<file path="config.mk">
export PLATFORM = sky130hd
export DESIGN_NAME = ral_reg_bank
export DESIGN_NICKNAME = d
export VERILOG_FILES = /design/src/rtl/ral_pkg.sv /design/src/rtl/ral_lfsr.sv /design/src/rtl/ral_reg_bank.sv
export SDC_FILE = /design/constraint.sdc
export NUM_CORES = 1
export LEC_CHECK = 0
export ABC_AREA = 1
export CAP_MARGIN = 5
export CORE_MARGIN = 2
export CORE_UTILIZATION = 33
export DETAILED_ROUTE_END_ITERATION = 12
export HOLD_SLACK_MARGIN = 0.06
export SYNTH_ARGS = -nofsm -noshare
export SYNTH_HDL_FRONTEND = slang
export SYNTH_SLANG_ARGS = --single-unit
</file>
<file path="constraint.sdc">
create_clock -name clk -period 2.52 [get_ports clk]
set_input_delay 0.252 -clock clk [delete_from_list [all_inputs] [get_ports clk]]
set_output_delay 0.252 -clock clk [all_outputs]
set_load 0.1 [all_outputs]
</file>
<file path="src/rtl/ral_pkg.sv">
// Shared state encoding and LFSR defaults for the RAL register bank.
// Pure declarations: no timing and no handshake here.
package ral_pkg;

    typedef enum logic {
        IDLE = 1'b0,
        PEND = 1'b1
    } state_t;

    localparam int RO_ADDR = 0;

    localparam logic [7:0]  POLY8  = 8'hB8;
    localparam logic [15:0] POLY16 = 16'hB400;
    localparam logic [31:0] POLY32 = 32'h8020_0003;
    localparam logic [7:0]  SEED8  = 8'h01;
    localparam logic [15:0] SEED16 = 16'h0001;
    localparam logic [31:0] SEED32 = 32'h0000_0001;

    function automatic logic [31:0] default_poly(input int dw);
        case (dw)
            16:      return 32'(POLY16);
            32:      return POLY32;
            default: return 32'(POLY8);
        endcase
    endfunction

    function automatic logic [31:0] default_seed(input int dw);
        case (dw)
            16:      return 32'(SEED16);
            32:      return SEED32;
            default: return 32'(SEED8);
        endcase
    endfunction

endpackage

</file>
<file path="src/rtl/ral_lfsr.sv">
// Right-shifting Galois LFSR; advances one step on each cycle step_i is high.
// value_o is registered and always available, no backpressure.
module ral_lfsr
    import ral_pkg::*;
#(
    parameter int            DW   = 8,
    parameter logic [DW-1:0] POLY = DW'(default_poly(DW)),
    parameter logic [DW-1:0] SEED = DW'(default_seed(DW))
) (
    input  logic          clk,
    input  logic          rst_n,
    input  logic          step_i,
    output logic [DW-1:0] value_o
);

    always_ff @(posedge clk or negedge rst_n) begin
        if (!rst_n) begin
            value_o <= SEED;
        end else if (step_i) begin
            value_o <= (value_o >> 1) ^ (value_o[0] ? POLY : '0);
        end
    end

endmodule

</file>
<file path="src/rtl/ral_reg_bank.sv">
// Register bank: address 0 reads the LFSR, others are byte-maskable storage; reads take 1 cycle.
// Writes commit WR_LAT cycles after acceptance; ready_o stays low (all requests ignored) until then.
module ral_reg_bank
    import ral_pkg::*;
#(
    parameter int            DW        = 8,
    parameter int            AW        = 3,
    parameter int            WR_LAT    = 4,
    parameter logic [DW-1:0] LFSR_POLY = DW'(default_poly(DW)),
    parameter logic [DW-1:0] LFSR_SEED = DW'(default_seed(DW))
) (
    input  logic            clk,
    input  logic            rst_n,
    input  logic            req_i,
    input  logic            we_i,
    input  logic [AW-1:0]   addr_i,
    input  logic [DW-1:0]   wdata_i,
    input  logic [DW/8-1:0] wstrb_i,
    output logic            ready_o,
    output logic            rvalid_o,
    output logic [DW-1:0]   rdata_o,
    output logic            err_o,
    output logic            busy_o
);

    localparam int NB = DW / 8;
    localparam int N  = 2 ** AW;
    localparam int CW = 4;
    localparam logic [AW-1:0] RO = AW'(RO_ADDR);

    state_t          state;
    logic            ready;
    logic [CW-1:0]   cnt;
    logic [AW-1:0]   paddr;
    logic [DW-1:0]   pdata;
    logic [NB-1:0]   pstrb;
    logic [DW-1:0]   bank [N];
    logic [DW-1:0]   merged;
    logic [DW-1:0]   lfsr_value;
    logic            accept;
    logic            rd_acc;
    logic            wr_acc;
    logic            ro_wr;
    logic            lfsr_step;
    logic            commit;

    assign accept    = req_i && ready;
    assign rd_acc    = accept && !we_i;
    assign ro_wr     = accept && we_i && (addr_i == RO);
    assign wr_acc    = accept && we_i && (addr_i != RO);
    assign lfsr_step = rd_acc && (addr_i == RO);
    assign commit    = (state == PEND) && (cnt == '0);

    assign ready_o = ready;
    assign busy_o  = ~ready;

    ral_lfsr #(
        .DW   (DW),
        .POLY (LFSR_POLY),
        .SEED (LFSR_SEED)
    ) u_lfsr (
        .clk     (clk),
        .rst_n   (rst_n),
        .step_i  (lfsr_step),
        .value_o (lfsr_value)
    );

    always_ff @(posedge clk or negedge rst_n) begin
        if (!rst_n) begin
            state <= IDLE;
            ready <= 1'b1;
            cnt   <= '0;
            paddr <= '0;
            pdata <= '0;
            pstrb <= '0;
        end else begin
            case (state)
                IDLE: begin
                    if (wr_acc) begin
                        state <= PEND;
                        ready <= 1'b0;
                        cnt   <= CW'(WR_LAT - 1);
                        paddr <= addr_i;
                        pdata <= wdata_i;
                        pstrb <= wstrb_i;
                    end
                end
                PEND: begin
                    if (cnt == '0) begin
                        state <= IDLE;
                        ready <= 1'b1;
                    end else begin
                        cnt <= cnt - CW'(1);
                    end
                end
                default: begin
                    state <= IDLE;
                    ready <= 1'b1;
                end
            endcase
        end
    end

    // Unstrobed bytes keep the location's current contents.
    for (genvar b = 0; b < NB; b++) begin : g_merge
        assign merged[8*b +: 8] = pstrb[b] ? pdata[8*b +: 8] : bank[paddr][8*b +: 8];
    end

    always_ff @(posedge clk or negedge rst_n) begin
        if (!rst_n) begin
            for (int i = 0; i < N; i++) begin
                bank[i] <= '0;
            end
        end else if (commit) begin
            bank[paddr] <= merged;
        end
    end

    always_ff @(posedge clk or negedge rst_n) begin
        if (!rst_n) begin
            rvalid_o <= 1'b0;
            err_o    <= 1'b0;
            rdata_o  <= '0;
        end else begin
            rvalid_o <= rd_acc;
            err_o    <= ro_wr;
            if (rd_acc) begin
                rdata_o <= (addr_i == RO) ? lfsr_value : bank[addr_i];
            end
        end
    end

endmodule
</file>
==> impl_summary.log <==
INFO  metric finClkSkew = 0.009250 ns
INFO  metric insertedDiodeCount = 0
INFO  metric layoutNonFillerInstCount = 966
INFO  metric finalCriticalPeriod = 1.952 ns
INFO  metric ys_seq_elements = 100
INFO  metric post_synth_main_area_contributors = dfrtp_1 46%, nand2_1 19%, nand3_1 12%, o21ai_0 3.6%, inv_1 2.9%
INFO  metric cts_resized = 0
INFO  metric setup_viol = 0
INFO  metric timing_max_transition_violations_final = 0
INFO  metric post_synth_fa_ha_maj_area_fraction = 0.4690%
INFO  metric worstReg2RegEnd = bank[33]
INFO  metric finalNetCount = 764
INFO  metric cp.required = 2.76 ns
INFO  metric rr_startpoint = paddr[1]
INFO  metric grt_antenna_before_repair = 0
INFO  metric cts-htree-levels = 3
INFO  metric grt_overflow_total = 0
INFO  metric final_min_period_over_clock_period = 77.47%
INFO  metric worst_ep_arrival_time = 2.19 ns
INFO  metric largest_family_of_logic_cells_by_synthesized_area = simple AND/OR/NAND/NOR gates
INFO  metric post-place-cells = 950
INFO  metric cts.clk_slew.worst_paths = 0.07 ns
INFO  metric drt-total-wl = 15200 um
INFO  metric rsz0062_at_grt = no
INFO  metric max-cap-violations = 0
INFO  metric clockBufferDepth = 2
INFO  metric regToRegSetupSlack = 0.57 ns
INFO  metric yosysTopAreaCellShare = 45.97%
INFO  metric detail_route.vias_per_cell = 4.975
INFO  metric first_iter_violations = 492
INFO  metric core.rowCount = 46
INFO  metric area_growth_syn_to_layout = 15.83%
INFO  metric async_flop_share = 100.0%
INFO  metric y_dimension_of_the_die = 131.2 um
INFO  metric totalNegativeSetupSlack = 0 ns
INFO  metric synth_fp_nets = 740
INFO  metric grt_first_pass_wirelength = 25230 um
INFO  metric firstDrtPassIters = 5
INFO  metric synth-edff-count = 0
INFO  metric cts_inserted_buffers = 9
INFO  metric design.core.area = 15830 um^2
INFO  metric detailroute.via_count = 4806
INFO  metric synthDistinctLibCells = 28
INFO  metric dpl_worst_slack = 0.4469 ns
INFO  metric setup_slack = 0.5677 ns
INFO  metric worst_max_slew_margin_expressed_relative_to_the_limit = 58.23%
INFO  metric total_die_area = 17200 um^2
INFO  metric routed_wire_length_per_instance = 15.74 um
INFO  metric power.density = 1236 nW/um^2
INFO  metric drt_drc_violations_left = 0
INFO  metric ir_worst_vdd = 0.4846 mV
INFO  metric grt_start_max_net_pins = 47
INFO  metric max_freq = 0.5122 GHz
INFO  metric cell_leakage_power = 3.091 nW
INFO  metric final_antenna_net_count = 0
INFO  metric tightest_slew = 0.6265 ns
INFO  metric synth-simple-area-share = 39.07%
INFO  metric die_w = 131.2 um
INFO  metric synth.avg_cell_area = 7.389 um^2
INFO  metric final_weighted_congestion_in_routability_driven_placement = 0.8595
INFO  metric seq_area_frac_synth = 46.95%
INFO  metric synth-compound-area-share = 6.520%
INFO  metric worst_r2r_path_depth = 7
INFO  metric outcome = completed
INFO  metric synthesis.yosys.warnings = 0
INFO  metric critPathKind = register to register
INFO  metric initial_core_util = 33.71%
INFO  metric worst-path-max-fanout = 9
INFO  metric vias_in_the_first_global_route = 4638
INFO  metric worst_setup_path_end_kind = register
INFO  metric startpoint_type = register
INFO  metric synth_largest_area_cell = dfrtp_1
INFO  metric clock_tree.root_cell = clkbuf_16
INFO  metric syn_inst = 722
INFO  metric yosysMostFrequentCell = nand2_1
INFO  metric buffer_ports.inserted = 27
INFO  metric numClockSinks = 100
INFO  metric top_flip_flop_cell_by_instance_count_after_synthesis = dfrtp_1
INFO  metric globalRouteTotalUtil = 18.47%
INFO  metric post_synth_mux_area_share = 0%
INFO  metric commonest_cells_in_the_netlist = 265 x nand2_1, 125 x nand3_1, 98 x dfrtp_1, 41 x inv_1, 38 x o21ai_0
INFO  metric min_path_type = primary input to asynchronous set/reset pin
INFO  metric detailed_place_hpwl = 10760 um
INFO  metric share_of_post_route_cells_with_drive_strength_above_1 = 12.27%
INFO  metric boundaryPins = 28
INFO  metric tritoncts = yes
INFO  metric clock_insertion_delay_at_the_later_pin_of_the_skew_report = 0.35 ns
INFO  metric post_synth_xor_area_fraction = 0.3283%
INFO  metric synth_area = 5335 um^2
INFO  metric timing_hold_violations_final = 0
INFO  metric fillerInstances = 1678
## worst max-delay path, cell delays in order, from the launching register on
cell,delay (ns)
dfrtp_1,0.53
inv_2,0.17
nor2_4,0.28
inv_2,0.11
nor3_4,0.41
inv_2,0.18
nand2_1,0.10
nand2_1,0.06
## where the power goes
part / internal, mW / switching, mW / leakage, nW
Clock: 0.989 / 0.606 / 0.168
Sequential: 2.23 / 0.504 / 1.30
Combinational: 0.872 / 2.44 / 1.62
## worst max path at each step
stage / slack [ns] / startpoint / end / cells after the start
6_report: 0.57 / paddr[1] / bank[33] / 7
5_1_grt: 0.42 / paddr[1] / bank[34] / 7
4_1_cts: 0.59 / paddr[1] / bank[33] / 7
3_5_place_dp: 0.45 / addr_i[2] / u_lfsr.value_o[3] / 6
3_3_place_gp: 0.52 / addr_i[2] / u_lfsr.value_o[3] / 6
2_1_floorplan: 0.17 / ready_o / paddr[1] / 6
## kinds of logic (layout without fill, tap and decap cells)
family / after synthesis / count (layout)
buf+inv: 88 / 116
flops: 100 / 100
xor+xnor: 2 / 2
simple gates: 467 / 467
fa+ha+maj: 2 / 2
compound gates: 63 / 63
## flip-flops by register name, indices dropped and copies added (netlist names)
| register | flops |
|---|---|
| paddr | 3 |
| pdata | 8 |
| pstrb | 1 |
| rvalid_o | 1 |
| cnt | 4 |
| bank | 64 |
| err_o | 1 |
| rdata_o | 8 |
| ready_o | 1 |
| u_lfsr.value_o | 8 |
| state | 1 |
## per-stage QoR
step / hold WS, ns / util [%] / power [mW] / cell area (um^2)
finish: 0.4632 / 39.04 / 7.637 / 6180
global route: 0.4926 / 39.04 / 8.143 / 6180
CTS: 0.4589 / 39.04 / 7.646 / 6180
detailed placement: 0.3115 / 36.84 / 6.032 / 5831
global placement: 0.3105 / 36.84 / 5.994 / 5831
floorplan: -0.04359 / - / 5.093 / 5335
## layout make-up
type	instances	area [um^2]	share of cell area, %
timing repair buffer	43	372.9	6.034
multi-input combinational	534	2475	40.05
sequential	100	2505	40.53
inverter	58	217.7	3.523
clock buffer	10	239.0	3.867
tap	216	270.3	4.373
clock inverter	5	100.1	1.620
## cells in the final DEF (no fill, tap or decap), drive strengths merged
master         instances
o211ai                13
o21ai                 38
nand2                276
nor2                  44
buf                   28
dlygate4sd3            1
a21oi                 12
inv                   56
xor2                   1
dfstp                  2
ha                     2
nand4                 10
bufinv                 3
clkinv                 4
xnor2                  1
nor4                   1
clkbuf                10
nor3                   3
or2                    7
dfrtp                 98
clkdlybuf4s50         14
nand3                126
## metal layers
layer	wire [um]	GRT usage, %	part of all wire [%]	vias up
met2	6738	27.78	44	156
met5	0	0	0	-
li1	-	-	-	2375
met1	7326	26.99	48	2257
met4	217	4.529	1.4	0
met3	919	4.128	6.0	18
## what timing repair did
| item | CTS | global route |
|---|---|---|
| hold buffers | 1 | 0 |
| hold endpoints to repair | 42 | 0 |
| setup endpoints to repair | 0 | 0 |
| setup buffers | 0 | 0 |
Power figures use the tool's default switching activity.
